### config.mk
export PLATFORM = sky130hd
export DESIGN_NAME = ws2812_strip_driver
export DESIGN_NICKNAME = d
export VERILOG_FILES = /design/src/rtl/ws2812_pkg.sv /design/src/rtl/ws2812_phase_timer.sv /design/src/rtl/ws2812_strip_driver.sv
export SDC_FILE = /design/constraint.sdc
export NUM_CORES = 1
export LEC_CHECK = 0
export CAP_MARGIN = 20
export CORE_MARGIN = 8
export CORE_UTILIZATION = 55
export CTS_CLUSTER_SIZE = 25
export DETAILED_ROUTE_END_ITERATION = 10
export HOLD_SLACK_MARGIN = 0.08
export PLACE_DENSITY = 0.79
export SKIP_CTS_REPAIR_TIMING = 1
export SLEW_MARGIN = 40
export SYNTH_ARGS = -nofsm -noshare
export SYNTH_HDL_FRONTEND = slang
export SYNTH_SLANG_ARGS = --single-unit
### constraint.sdc
create_clock -name Clk -period 6.6 [get_ports Clk]
set_input_delay 1.32 -clock Clk [delete_from_list [all_inputs] [get_ports Clk]]
set_output_delay 1.32 -clock Clk [all_outputs]
set_load 0.1 [all_outputs]
### src/rtl/ws2812_pkg.sv
// rtl/ws2812_pkg.sv - state encoding and elaboration-time timing helpers for the WS2812 strip driver
package ws2812_pkg;

    typedef enum logic [1:0] {
        ST_IDLE,
        ST_HIGH,
        ST_LOW,
        ST_LATCH
    } state_t;

    // A phase shorter than one clock still has to be visible on the line.
    function automatic longint ns_to_clk(input longint ns, input longint f_clk);
        longint cycles;
        cycles = (ns * f_clk) / 64'sd1_000_000_000;
        if (cycles < 1) cycles = 1;
        return cycles;
    endfunction

    function automatic longint us_to_clk(input longint us, input longint f_clk);
        longint cycles;
        cycles = (us * f_clk) / 64'sd1_000_000;
        if (cycles < 1) cycles = 1;
        return cycles;
    endfunction

    function automatic longint max_of(input longint a, input longint b);
        return (a > b) ? a : b;
    endfunction

    function automatic int cnt_width(input longint max_count);
        return $clog2(max_count) + 1;
    endfunction

endpackage

### src/rtl/ws2812_phase_timer.sv
// rtl/ws2812_phase_timer.sv - loadable down-counter timing one HIGH, LOW or LATCH phase
module ws2812_phase_timer #(
    parameter int W = 8
) (
    input  logic         Clk,
    input  logic         Reset,
    input  logic         Load,
    input  logic [W-1:0] LoadValue,
    output logic         Expire
);

    logic [W-1:0] count;

    // Loading N-1 makes Expire land on the Nth cycle after the load.
    always_ff @(posedge Clk) begin
        if (Reset) begin
            count <= '0;
        end else if (Load) begin
            count <= LoadValue - W'(1);
        end else if (count != '0) begin
            count <= count - W'(1);
        end
    end

    assign Expire = (count == '0);

endmodule

### src/rtl/ws2812_strip_driver.sv
// rtl/ws2812_strip_driver.sv - streams NUM_PIXELS words MSB-first onto a WS2812 line, then latches
module ws2812_strip_driver
    import ws2812_pkg::*;
#(
    parameter int F_CLK          = 12_000_000,
    parameter int BITS_PER_PIXEL = 24,
    parameter int NUM_PIXELS     = 8,
    parameter int T0H_NS         = 350,
    parameter int T0L_NS         = 800,
    parameter int T1H_NS         = 700,
    parameter int T1L_NS         = 600,
    parameter int TRESET_US      = 60
) (
    input  logic                      Clk,
    input  logic                      Reset,
    input  logic [BITS_PER_PIXEL-1:0] PixelData,
    input  logic                      PixelValid,
    output logic                      PixelReady,
    output logic                      Ws2812Out,
    output logic                      Busy,
    output logic                      FrameDone,
    output logic                      Underrun
);

    localparam longint T0H_CLK  = ns_to_clk(longint'(T0H_NS), longint'(F_CLK));
    localparam longint T0L_CLK  = ns_to_clk(longint'(T0L_NS), longint'(F_CLK));
    localparam longint T1H_CLK  = ns_to_clk(longint'(T1H_NS), longint'(F_CLK));
    localparam longint T1L_CLK  = ns_to_clk(longint'(T1L_NS), longint'(F_CLK));
    localparam longint TRST_CLK = us_to_clk(longint'(TRESET_US), longint'(F_CLK));
    localparam longint MAX_CLK  = max_of(max_of(max_of(T0H_CLK, T1H_CLK),
                                                max_of(T0L_CLK, T1L_CLK)), TRST_CLK);
    localparam int     CW       = cnt_width(MAX_CLK);

    localparam logic [CW-1:0] T0H_V  = CW'(T0H_CLK);
    localparam logic [CW-1:0] T0L_V  = CW'(T0L_CLK);
    localparam logic [CW-1:0] T1H_V  = CW'(T1H_CLK);
    localparam logic [CW-1:0] T1L_V  = CW'(T1L_CLK);
    localparam logic [CW-1:0] TRST_V = CW'(TRST_CLK);

    localparam int BW = (BITS_PER_PIXEL > 1) ? $clog2(BITS_PER_PIXEL) : 1;
    localparam int PW = (NUM_PIXELS > 1) ? $clog2(NUM_PIXELS) : 1;
    localparam logic [BW-1:0] LAST_BIT = BW'(BITS_PER_PIXEL - 1);
    localparam logic [PW-1:0] LAST_PIX = PW'(NUM_PIXELS - 1);

    state_t                    state;
    state_t                    next_state;
    logic [BITS_PER_PIXEL-1:0] shift_reg;
    logic [BW-1:0]             bit_idx;
    logic [PW-1:0]             pix_cnt;
    logic                      line_q;
    logic                      done_q;
    logic                      underrun_q;

    logic          expire;
    logic          tmr_load;
    logic [CW-1:0] tmr_value;
    logic          take_pixel;
    logic          shift_bit;
    logic          done_set;
    logic          underrun_set;
    logic          ready;
    logic          last_pixel;

    assign last_pixel = (pix_cnt == LAST_PIX);

    ws2812_phase_timer #(
        .W(CW)
    ) u_timer (
        .Clk      (Clk),
        .Reset    (Reset),
        .Load     (tmr_load),
        .LoadValue(tmr_value),
        .Expire   (expire)
    );

    always_ff @(posedge Clk) begin
        if (Reset) begin
            state <= ST_IDLE;
        end else begin
            state <= next_state;
        end
    end

    // Every phase transition reloads the timer in the same cycle, so bits and pixels abut.
    always_comb begin
        next_state   = state;
        tmr_load     = 1'b0;
        tmr_value    = '0;
        take_pixel   = 1'b0;
        shift_bit    = 1'b0;
        done_set     = 1'b0;
        underrun_set = 1'b0;
        ready        = 1'b0;
        case (state)
            ST_IDLE: begin
                ready = 1'b1;
                if (PixelValid) begin
                    take_pixel = 1'b1;
                    tmr_load   = 1'b1;
                    tmr_value  = PixelData[BITS_PER_PIXEL-1] ? T1H_V : T0H_V;
                    next_state = ST_HIGH;
                end
            end
            ST_HIGH: begin
                if (expire) begin
                    tmr_load   = 1'b1;
                    tmr_value  = shift_reg[BITS_PER_PIXEL-1] ? T1L_V : T0L_V;
                    next_state = ST_LOW;
                end
            end
            ST_LOW: begin
                if (expire) begin
                    tmr_load = 1'b1;
                    if (bit_idx != '0) begin
                        shift_bit  = 1'b1;
                        tmr_value  = shift_reg[BITS_PER_PIXEL-2] ? T1H_V : T0H_V;
                        next_state = ST_HIGH;
                    end else if (last_pixel) begin
                        tmr_value  = TRST_V;
                        next_state = ST_LATCH;
                    end else begin
                        ready = 1'b1;
                        if (PixelValid) begin
                            take_pixel = 1'b1;
                            tmr_value  = PixelData[BITS_PER_PIXEL-1] ? T1H_V : T0H_V;
                            next_state = ST_HIGH;
                        end else begin
                            underrun_set = 1'b1;
                            tmr_value    = TRST_V;
                            next_state   = ST_LATCH;
                        end
                    end
                end
            end
            ST_LATCH: begin
                if (expire) begin
                    done_set   = 1'b1;
                    next_state = ST_IDLE;
                end
            end
            default: next_state = ST_IDLE;
        endcase
    end

    always_ff @(posedge Clk) begin
        if (Reset) begin
            shift_reg  <= '0;
            bit_idx    <= '0;
            pix_cnt    <= '0;
            line_q     <= 1'b0;
            done_q     <= 1'b0;
            underrun_q <= 1'b0;
        end else begin
            line_q     <= (next_state == ST_HIGH);
            done_q     <= done_set;
            underrun_q <= underrun_set;
            if (take_pixel) begin
                shift_reg <= PixelData;
                bit_idx   <= LAST_BIT;
                pix_cnt   <= (state == ST_IDLE) ? '0 : pix_cnt + PW'(1);
            end else if (shift_bit) begin
                shift_reg <= {shift_reg[BITS_PER_PIXEL-2:0], 1'b0};
                bit_idx   <= bit_idx - BW'(1);
            end
        end
    end

    assign PixelReady = ready;
    assign Ws2812Out  = line_q;
    assign Busy       = (state != ST_IDLE);
    assign FrameDone  = done_q;
    assign Underrun   = underrun_q;

endmodule

==> results of run 1 <==
[final cells by class]
| type | count | area share, % |
|---|---|---|
| clock inverters | 2 | 1.91 |
| clock buffers | 5 | 2.19 |
| repair buffers | 33 | 9.54 |
| multi-input cells | 227 | 52.3 |
| inverters | 7 | 0.835 |
| flip-flops and latches | 48 | 30.5 |
| well taps | 67 | 2.66 |
[layout by cell type (no fill, tap or decap), types with 2 or more instances in the layout]
| cell type | n |
|---|---|
| sky130_fd_sc_hd__nor3_4 | 2 |
| sky130_fd_sc_hd__nor4bb_1 | 2 |
| sky130_fd_sc_hd__ha_1 | 10 |
| sky130_fd_sc_hd__nand3_1 | 6 |
| sky130_fd_sc_hd__buf_4 | 2 |
| sky130_fd_sc_hd__a211oi_1 | 25 |
| sky130_fd_sc_hd__nor4b_1 | 4 |
| sky130_fd_sc_hd__nor2_2 | 2 |
| sky130_fd_sc_hd__nand2_1 | 14 |
| sky130_fd_sc_hd__o21ai_0 | 2 |
| sky130_fd_sc_hd__buf_2 | 5 |
| sky130_fd_sc_hd__mux2i_1 | 26 |
| sky130_fd_sc_hd__and4_1 | 2 |
| sky130_fd_sc_hd__dfxtp_1 | 48 |
| sky130_fd_sc_hd__o31ai_1 | 2 |
| sky130_fd_sc_hd__o211ai_1 | 2 |
| sky130_fd_sc_hd__xnor2_1 | 4 |
| sky130_fd_sc_hd__inv_1 | 7 |
| sky130_fd_sc_hd__clkbuf_8 | 5 |
| sky130_fd_sc_hd__nor3_1 | 8 |
| sky130_fd_sc_hd__or3_1 | 5 |
| sky130_fd_sc_hd__nand4_1 | 6 |
| sky130_fd_sc_hd__bufinv_16 | 2 |
| sky130_fd_sc_hd__a21oi_1 | 14 |
| sky130_fd_sc_hd__a31oi_1 | 5 |
| sky130_fd_sc_hd__nand3b_1 | 2 |
| sky130_fd_sc_hd__nor3b_1 | 3 |
| sky130_fd_sc_hd__and3_1 | 4 |
| sky130_fd_sc_hd__nor2b_1 | 2 |
| sky130_fd_sc_hd__clkdlybuf4s50_1 | 26 |
| sky130_fd_sc_hd__a31o_2 | 3 |
| sky130_fd_sc_hd__nor2_1 | 39 |
[routing by layer]
metal  global-route usage (%)  wire length [um]  up-vias
li1                         -                 -     1170
met1                     23.1              3000     1079
met2                     26.8              2840       56
met3                     3.53               303        7
met4                     6.53                65        0
met5                        0                 0        -
[stage by stage]
stage	power [mW]	util, %	hold slack (ns)	instance area, um^2	std cells
CTS	0.987	66.5	0.468	3140	389
floorplan	0.665	-	0.436	2710	300
global route	1.05	66.6	0.491	3150	389
detailed placement	0.742	63.8	0.456	3010	382
finish	0.990	66.6	0.464	3150	389
global placement	0.738	64.2	0.443	3030	382
[how the worst max path moves through the flow]
stage	to	slack, ns
2_1_floorplan	u_timer.count[10]	3.14
3_3_place_gp	u_timer.count[10]	2.31
3_5_place_dp	u_timer.count[10]	2.14
4_1_cts	u_timer.count[10]	2.47
5_1_grt	u_timer.count[10]	2.42
6_report	u_timer.count[10]	2.70
[logic make-up (layout without fill, tap and decap cells)]
logic type               count (synthesis)  count (layout)  synth area share, %
buffers and inverters                   25              47                 4.25
flip-flops                              48              48                 35.5
multiplexers                            28              28                 10.5
XOR/XNOR                                 5               5                 1.62
AND/OR/NAND/NOR                        115             115                 24.4
AO/OA/AOI/OAI                           69              69                 19.1
adder cells (fa/ha/maj)                 10              10                 4.62
[synthesized netlist by cell type (all sizes together) (3+ instances only)]
library cell / n
a211oi: 25
a21oi: 14
a31o: 3
a31oi: 5
and3: 4
buf: 10
clkbuf: 8
dfxtp: 48
ha: 10
inv: 7
mux2i: 27
nand2: 15
nand3: 6
nand4: 7
nor2: 41
nor3: 11
nor3b: 3
nor4b: 6
o21ai: 3
or3: 5
xnor2: 4
[tightest hold or removal path: stages, from the launching register on]
cell and delay, ns:
sky130_fd_sc_hd__dfxtp_1 0.32, sky130_fd_sc_hd__nand2_1 0.05, sky130_fd_sc_hd__a21oi_1 0.05
[power by group through the flow]
stage / logic [mW] / registers (mW) / clock network [mW]
detailed placement: 0.342 / 0.399 / 0
global placement: 0.339 / 0.400 / 0
CTS: 0.345 / 0.393 / 0.248
finish: 0.351 / 0.396 / 0.244
global route: 0.386 / 0.401 / 0.262
floorplan: 0.279 / 0.386 / 0
==> results.txt, run 1 <==
The run finished with clean final reports. Compared with the post-synthesis result, the final layout area differs by 16.3%. For the worst-skew pair, the clock arrives at the later sink with an insertion delay of 0.30 ns.

The tree is rooted in a sky130_fd_sc_hd__clkbuf_8. The die is 86.2 um tall. No sink is reached through more buffers than the 2 on the longest clock path. Among all stages on the critical path, the largest delay is contributed by sky130_fd_sc_hd__clkdlybuf4s50_1. Summing all multi-input logic gate instances after layout gives 1650 um^2. Sequential cells were found to cover 35.5% of the synthesized design area. The path with the worst hold slack has its endpoint at pix_cnt[1]. The congestion estimate from routability-driven global placement came to 0.911. The run gives 0 as the antenna violation net count after detailed routing. After global routing the overflow that remains totals 0. TritonCTS built the clock tree. The H-tree was split into 2 levels. Biggest area consumer among synthesized cells: sky130_fd_sc_hd__dfxtp_1. The length of the first detailed-routing pass in iterations came out at 5.

The netlist uses 61 different library cells. The floorplan step defined a die boundary enclosing 7420 um^2. For this design the top-level I/O count stands at 32.

The effective utilization at floorplan came out at 57.3%. The critical path runs through a total of 10 cells. The first global-routing pass estimated 10.6 mm of wire.

The run gives 961 um^2 as the footprint of the flip-flops and latches. Hold path startpoint: pix_cnt[1]. In this run, CTS created clock tree buffers numbering 5. Dividing the synthesized area by the synthesized cell count gives 9.03 um^2. Number of sinks handled by clock tree synthesis: 48. By startpoint and endpoint, the worst setup path is classified as input port to flop. STA classifies the critical path startpoint as an input port.

Setup violations remaining at the end of the flow were counted as 0. The number of slew-limit violations in the final report is 0, and the count of warnings emitted by yosys is 0. In this run the critical register-to-register path is captured at u_timer.count[10]. Worst clock skew: 0.00773 ns. The clock network is responsible for 24.6% of the overall power. The number of buffer and inverter stages on the critical path is 1, and the leakage power is 1.13 nW. STA puts the critical path data arrival time at 4.12 ns.

The routed via count was 2312. After synthesis, the cell types taking the most area are sky130_fd_sc_hd__dfxtp_1 35%, sky130_fd_sc_hd__mux2i_1 10%, sky130_fd_sc_hd__a211oi_1 6.9%. The number of antenna violations at the first check in global routing is 0.

The number of flops mapped to enable cells by yosys was 0; the number of DRC violations after detailed routing was 0. The logs give 2710 um^2 for the area of the mapped netlist and 4720 um^2 for the floorplan core area. Detailed placement ended at an HPWL of 4.35 mm. For the synthesized netlist cell count, the log shows 300. Reg-to-reg critical path startpoint: state[1]. Clock transition at the register clock pins on the worst setup and hold paths after CTS: 0.08 ns. The flip-flop count of the largest register, all copies and words added was 24; the switching fraction of total power was 36.5%.

The number of nets in the synthesized netlist is 337. The detail-routed net length per standard cell works out to 16.0 um. In this design, the critical path's most frequently occurring cell is sky130_fd_sc_hd__nand2_1.

Based on the critical path, the design can be clocked at up to 256 MHz. In this run the worst hold path is classified as flop to flop. The worst endpoint required time was 6.81 ns; the internal power was 629 uW.

Of the cells placed in the final design, the portion with a size suffix greater than 1 is 10.9%. The run gives 2240 as the number of global-route vias before repair. For the finished layout, the period the worst path requires is 3.90 ns. The number of port buffers works out to 31. Once routing completed, OpenROAD measured the worst setup slack at 2.70 ns. The worst register-to-register path has a setup slack of 3.41 ns. For this run, the leading register cell type out of synthesis is sky130_fd_sc_hd__dfxtp_1. Per report_power, the sequential group accounts for 40.0% of the total. After layout, the worst path uses 59.1% of the clock period. For this design the ratio of total power to cell area is 315 nW/um^2. In this run, the combinational gates consume 35.4% of the power. The tools report the wire length reported by the detailed router as 6.21 mm.

The detailed router finished its first iteration with 263 violations. The area share of the leading cell type in the synthesized netlist was 35.5%. Walking the worst path, the cells encountered are clkdlybuf4s50_1 -> nand2_1 -> nor2_1 -> nor2_2 -> nor3_1 -> a22oi_1 -> ha_1 -> nand2_1 -> or3_1 -> o32ai_2. The tools report the total count of hold-check failures in the final report as 0.

Setup repair after global routing left no endpoint under its margin. The number of flip-flops and latches in the synthesized netlist works out to 48. Counting flops with an async set or reset pin after synthesis yields a share of 0%. The worst hold path stage count works out to 2.

The worst reg-to-reg path cell count works out to 11. Measured against its own limit, the worst slew margin works out to 57.4%. The chip width works out to 86.2 um. At the pin with the least slew margin, the transition time is 0.632 ns. The repair_antennas step left the layout with diodes totalling 0. The tools report the start point of the critical path as PixelValid.

The layout has 392 filler cells. The number of placement rows was 25; the worst stage delay on the critical path was 0.64 ns. The run gives 0 as the max-cap violation count. The tools report the switching power summed over all nets as 361 uW. The worst setup path is captured at a flop. Post-detailed-route via-to-cell ratio: 5.94. The tools report the maximum resistive drop on vdd as 0.177 mV. Entering global routing, the biggest net connects 55 pins. The run gives 359 as the final net count. Summed over all failing endpoints, the final setup total negative slack is 0 ns. The worst-path maximum fanout is 16, and the global-route total usage across every layer is 17.4%. At the placement stage, the worst setup path has a slack of 2.14 ns. Among cell families on the critical path, the largest total delay comes from simple AND/OR/NAND/NOR gates.
Power figures use the tool's default switching activity.
==> run 2: changes to the inputs <==
- clock period: 6.6 -> 3.85 ns (I/O delays scaled with it)
==> run 2 against run 1 <==
Largest cell class unchanged. Worst hold slack worse by 0.0041 ns. Sequential share of layout area is 0.085 points higher. Clock skew is 0.0019 ns lower. Cell count rose by 1.3%. Sequential cell count is the same.
==> results.txt, run 2 (synthesis gave the netlist of run 1 again) <==
The setup path with the least slack is of type flop to flop. The leakage power is 1.14 nW, and the number of sinks handled by clock tree synthesis is 48. STA classifies the critical path endpoint as a flop. Of all nets on the critical path, the largest fanout is 9. The logs give 25.6% for the global routing usage on met2 and 0 ns for the final-layout setup total negative slack. The wire-length estimate of the detail-placed layout is 4.54 mm. The tools report the maximum buffer depth of the clock tree as 2.

The reg-to-reg critical path startpoint is state[0]. Static timing analysis puts the maximum clock frequency at 324 MHz. The later pin in the worst-skew pair is clocked with a latency of 0.30 ns. At the pin with the least slew margin, the transition time is 0.819 ns.

Routability-driven placement finished with a final weighted congestion of 0.953. The detailed router finished its first iteration with 197 violations. Summed over all layers, the global routing overflow is 0.

The path with the worst hold slack has its endpoint at pix_cnt[1]. The critical path launch point type was a flop. In this run the remaining antenna-violating nets after routing total 0. The share of the cycle needed by the critical path after routing was 80.2%; the total count of hold-check failures in the final report was 0. The die is 86.2 um wide. The cell sitting at the root of the clock tree is a sky130_fd_sc_hd__clkbuf_8. The share of total power dissipated in combinational logic is 37.9%. TritonCTS built the clock tree. The initial utilization of the core area, before any placement, comes to 57.3%. The tools report the hold path startpoint as pix_cnt[1].

The run gives 0 as the number of antenna violations at the first check in global routing. Measured against its own limit, the worst slew margin works out to 43.8%. The number of port buffers came out at 31. The die is 86.2 um tall. The number of slew-limit violations in the final report came out at 0. The layer flagged by global routing as most heavily used is met2. Between clock sinks in the finished design, the worst skew comes to 0.00582 ns. The run gives 0.763 ns as the least setup slack across all paths after layout. At the placement stage, the worst setup path has a slack of 0.617 ns. Power spread over the standard cell area amounts to 512 nW/um^2. Setup repair after global routing left no endpoint under its margin.

Final number of setup-violating endpoints: 0. Grouping stages by cell kind, the critical path spends the most delay in simple AND/OR/NAND/NOR gates. The number of placement rows is 25, and the share of total power in the clock network is 19.8%. After detailed routing, the total wire length is 6.21 mm. Global routing used 17.1% of the available tracks across all layers. The most common cell after layout, fill and taps aside was sky130_fd_sc_hd__dfxtp_1.

The routed layout has 2343 vias. For the max-cap violation count, the log shows 0. In this design, the stage delay of the slowest critical-path cell is 0.41 ns. Along the worst hold path, the cell count comes to 2.

The register with the most flip-flops in the layout has 24 of them. Worst endpoint required time: 4.07 ns. 0 antenna diodes ended up in the layout.

The worst register-to-register path has a depth of 11. In the global route stage, met1 resource usage came out at 22.4%. At the worst endpoint, the arrival time is 3.30 ns.

The run finished with clean final reports. The shortest period the worst path allows came out at 3.09 ns. The clock tree synthesis step divided the H-tree into 2 levels. The floorplan core area is 4720 um^2, and the met3 layer usage reported by global route is 5.06%.

The number of buffer and inverter stages on the critical path is 1, and the overall die area is 7420 um^2. Entering global routing, the biggest net connects 44 pins. The number of DRC violations after detailed routing is 0, and the clock transition at the register clock pins on the worst setup and hold paths after CTS is 0.09 ns. In this run the power spent charging and discharging nets is 633 uW. The logs give 2203 for the number of global-route vias before repair and 5 for the number of CTS-inserted buffers.

The largest individual stage delay along the critical path comes from the cell sky130_fd_sc_hd__nor2_1. The length of the first detailed-routing pass in iterations came out at 4. The cell that appears most often on the critical path is sky130_fd_sc_hd__ha_1. For the relative contribution of sequential cells to total power, the log shows 42.3%.

Walking the worst path, the cells encountered are inv_1 -> ha_1 -> nor4b_2 -> and4_1 -> nor2_1 -> nor3_1 -> a22oi_1 -> ha_1 -> nand2_1 -> or3_1 -> o32ai_2. The worst hold path belongs to the class flop to flop. Leaving out fill and tap cells, the most frequent cells in the layout are 48 x sky130_fd_sc_hd__dfxtp_1, 40 x sky130_fd_sc_hd__nor2_1, 27 x sky130_fd_sc_hd__mux2i_1, 26 x sky130_fd_sc_hd__clkdlybuf4s50_1, 25 x sky130_fd_sc_hd__a211oi_1. The setup check on the worst reg-to-reg path leaves a slack of 0.76 ns. IR analysis of the VDD net gives a maximum drop of 0.255 mV. In the final layout, the share of cells above drive strength 1 is 11.6%. The global-route wire length before repair is 10.3 mm. The endpoint identified for the worst register-to-register timing path is u_timer.count[10]. The detail-routed net length per standard cell was 15.8 um.

Using the TritonRoute via totals, the vias-per-cell ratio works out to 5.95. Net switching is 39.4% of the power. The internal power is 973 uW. The final net count was 363. During I/O placement, the number of pins put on the boundary was 32.

The layout-stage area growth over the synthesis result is 15.9%.
==> run 2: changes by cell type in the layout (fill, tap and decap cells not counted), sizes merged <==
cell | previous run | this run
buf | 7 | 11
bufinv | 2 | 0
clkbuf | 5 | 6
clkinv | 0 | 1
inv | 7 | 8
==> run 2: power by group through the flow <==
stage	logic, mW	clock network (mW)	registers (mW)
2_1_floorplan	0.479	0	0.661
3_3_place_gp	0.586	0	0.687
5_1_grt	0.661	0.344	0.692
6_report	0.609	0.318	0.679
3_5_place_dp	0.597	0	0.686
4_1_cts	0.598	0.325	0.676
==> run 2: cell type report <==
cell class,count,area (um^2)
multi-input cells,227,1640
fillers,418,1580
flip-flops and latches,48,961
repair buffers,37,335
well taps,67,83.8
clock buffers,6,82.6
inverters,7,26.3
clock inverters,2,13.8
==> run 2: how the worst max path moves through the flow <==
| stage | startpoint | to | slack [ns] | cells past startpoint |
|---|---|---|---|---|
| after floorplan | state[0] | u_timer.count[10] | 0.91 | 12 |
| after global placement | PixelValid | u_timer.count[10] | 0.73 | 10 |
| after global routing | state[0] | u_timer.count[10] | 0.54 | 11 |
| after CTS | state[0] | u_timer.count[10] | 0.80 | 11 |
| final | state[0] | u_timer.count[10] | 0.76 | 11 |
| after detailed placement | PixelValid | u_timer.count[10] | 0.62 | 10 |
==> run 2: layer usage <==
| layer | share of wire (%) | vias up |
|---|---|---|
| li1 | - | 1172 |
| met1 | 46 | 1086 |
| met2 | 45 | 71 |
| met3 | 6.5 | 14 |
| met4 | 1.8 | 0 |
| met5 | 0 | - |
==> run 2: stage by stage <==
step	total power [mW]	util (%)	cells	hold slack, ns	area, um^2
6_report	1.61	66.5	394	0.460	3140
5_1_grt	1.70	66.5	394	0.480	3140
3_5_place_dp	1.28	64.4	386	0.451	3040
4_1_cts	1.60	66.5	394	0.464	3140
2_1_floorplan	1.14	-	300	0.436	2710
3_3_place_gp	1.27	64.7	386	0.444	3060
==> run 2: worst min-delay path, delay by kind of cell, from the launching register on <==
family / cells / cell delay (ns)
AO/OA/AOI/OAI: 1 / 0.05
AND/OR/NAND/NOR: 1 / 0.05
flip-flops: 1 / 0.32
==> run 3: changes to the inputs <==
- clock period: 3.85 -> 3.2 ns (I/O delays scaled with it)
==> run 3 against run 2 <==
Register-to-register slack worse by 0.59 ns. Critical path depth stayed put. Utilization is 1.7 points higher. Worst hold slack worse by 0.00077 ns. Via count is 1.6% higher. Cell count is 1.0% higher. Setup slack worse by 0.59 ns. Non-clock buffer count is 5 higher. Sequential share of layout area is 0.76 points lower. Clock skew is 0.0017 ns higher.
==> results.txt, run 3 (synthesis gave the netlist of run 1 again) <==
32 I/O pins were placed. The height of the die is 86.2 um, and the detail-routed net length per standard cell is 16.5 um. The number of antenna violations at the first check in global routing is 0, and the highest clock frequency the design can meet is 330 MHz. The met1 wire length was 2.95 mm; the final number of setup-violating endpoints was 0.

Detailed routing inserted a total of 2380 vias. Most common cell after layout, fill and taps aside: sky130_fd_sc_hd__dfxtp_1. The number of global-route vias before repair is 2334. The logs give 3090 um^2 for the cell area after placement and 1.17 nW for the leakage power. The worst-path maximum fanout is 7.

The final-layout setup total negative slack is 0 ns. After routing the design area is 3220 um^2. The tools report the number of CTS-inserted buffers as 5. Final net count: 368. The logs give 370 um for the detailed route wirelength on metal3 and 0 for the number of slew-limit violations in the final report.

Entering global routing, the biggest net connects 40 pins. The flip-flop count of the largest register, all copies and words added came out at 24. The highest layer touched by signal routing is met4. The destination of the worst register-to-register timing path was u_timer.count[10]. The logs give 183 for the DRC violation total after the first TritonRoute iteration and 7420 um^2 for the overall die area. The tools report the worst endpoint required time as 3.42 ns. The power density over the cells is 650 nW/um^2.

After detailed routing, the met2 layer carries 3.14 mm of wire. In the routed design, unresolved DRC markers number 0. The cell at the root of the clock tree is sky130_fd_sc_hd__clkbuf_8.

The worst hold path begins at pix_cnt[1]. The post-detailed-route via-to-cell ratio is 5.98, and the shortest period the worst path allows is 3.03 ns. Cells with a size suffix above 1 make up 13.0% of the layout.

The detail route stage leaves a number of antenna-violating nets equal to 0. The flow ran to the end, and the final reports show no timing, DRC or antenna violations. At the pin with the least slew margin, the transition time is 0.570 ns. The clock passes through at most 2 buffers. The run gives 25 as the number of placement rows. The worst register-to-register path begins at state[1]. VDD sags by at most 0.546 mV. The worst pin sits at a relative slew slack of 61.6%. The placed wire-length estimate after detailed placement is 4.54 mm, and the max-cap violation count is 0. The worst setup path is captured at a flop.

For the total count of hold-check failures in the final report, the log shows 0. TritonCTS built the clock tree. The chip width works out to 86.2 um.

Setup repair after global routing left no endpoint under its margin. The global placement routability congestion was 0.974. The tightest min-delay check is of the flop to flop type. The top cell types in the final layout, fill and taps aside, are 48 x sky130_fd_sc_hd__dfxtp_1, 40 x sky130_fd_sc_hd__nor2_1, 27 x sky130_fd_sc_hd__mux2i_1, 26 x sky130_fd_sc_hd__clkdlybuf4s50_1, 25 x sky130_fd_sc_hd__a211oi_1. STA classifies the critical path startpoint as a flop. Counting every sink on the clock net gives 48.

Setup slack on the worst reg-to-reg path comes out at 0.17 ns. The first global-routing pass estimated 10.9 mm of wire. STA puts the critical path data arrival time at 3.25 ns. Buffers placed on the I/O ports in this run total 31. Global routing finished with a remaining overflow of 0.

The later pin in the worst-skew pair is clocked with a latency of 0.30 ns. The worst hold path terminates at pix_cnt[1]. The setup path with the least slack is of type flop to flop. The worst hold path stage count is 2. The layout-stage area growth over the synthesis result was 18.9%. The share of the cycle needed by the critical path after routing works out to 94.7%. The floorplan core area was 4720 um^2; the clock transition at the register clock pins on the worst setup and hold paths after CTS was 0.09 ns.

Number of antenna diodes: 0. On the final layout, the worst clock skew is 0.00750 ns. The worst register-to-register path has a depth of 11.

Global routing used 17.8% of the available tracks across all layers. For this block, the routed nets add up to 6.56 mm of wire. The clock tree synthesis step divided the H-tree into 2 levels. For this run, the detailed router's first-pass iteration total came to 5. The initial utilization of the core area, before any placement, comes to 57.3%.
-- run 3: changes by cell type in the layout (fill, tap and decap cells not counted), sizes merged --
cell / before / now
buf: 11 / 16
bufinv: 0 / 2
clkbuf: 6 / 5
clkinv: 1 / 0
inv: 8 / 7
-- run 3: layer usage --
metal	GRT usage [%]	vias to the layer above
met2	28.8	82
met4	7.80	0
li1	-	1177
met3	3.44	13
met5	0	-
met1	22.4	1108
-- run 3: power by group --
| group | switching [mW] | leakage (nW) | total (mW) | internal [mW] |
|---|---|---|---|---|
| combinational | 0.445 | 0.711 | 0.768 | 0.322 |
| clock | 0.201 | 0.0642 | 0.509 | 0.308 |
| sequential | 0.125 | 0.397 | 0.817 | 0.691 |
| total | 0.772 | 1.17 | 2.09 | 1.32 |
-- run 3: cell type report --
| cell class | instances | area [um^2] |
|---|---|---|
| clock buffer | 5 | 68.8 |
| multi-input combinational | 227 | 1640 |
| timing repair buffer | 42 | 380 |
| inverter | 7 | 26.3 |
| tap | 67 | 83.8 |
| sequential | 48 | 961 |
| fill | 394 | 1500 |
| clock inverter | 2 | 60.1 |
-- run 3: through the flow --
step	util, %	hold WS (ns)	cells	setup slack [ns]	power (mW)
2_1_floorplan	-	0.436	300	0.260	1.37
3_3_place_gp	65.4	0.443	391	0.376	1.57
3_5_place_dp	65.4	0.451	391	0.205	1.57
4_1_cts	68.1	0.463	398	0.191	2.08
5_1_grt	68.2	0.473	398	0.0102	2.20
6_report	68.2	0.459	398	0.170	2.09
-- run 3: how the worst max path moves through the flow --
stage	depth (start not counted)	end	slack, ns	from
after floorplan	12	u_timer.count[10]	0.26	state[0]
after global placement	10	u_timer.count[10]	0.38	PixelValid
after detailed placement	10	u_timer.count[10]	0.21	PixelValid
after CTS	11	u_timer.count[10]	0.19	state[1]
after global routing	11	u_timer.count[10]	0.01	state[1]
final	11	u_timer.count[10]	0.17	state[1]
-- run 3: critical path, cell delays in order, from the launching register on --
cell and delay (ns):
sky130_fd_sc_hd__dfxtp_1 0.40, sky130_fd_sc_hd__inv_1 0.11, sky130_fd_sc_hd__ha_1 0.32, sky130_fd_sc_hd__nor4b_2 0.19
sky130_fd_sc_hd__and4_1 0.25, sky130_fd_sc_hd__nor2_1 0.25, sky130_fd_sc_hd__nor3_1 0.13, sky130_fd_sc_hd__a22oi_1 0.24
sky130_fd_sc_hd__ha_2 0.32, sky130_fd_sc_hd__nand2_1 0.11, sky130_fd_sc_hd__or3_1 0.36, sky130_fd_sc_hd__o32ai_2 0.25
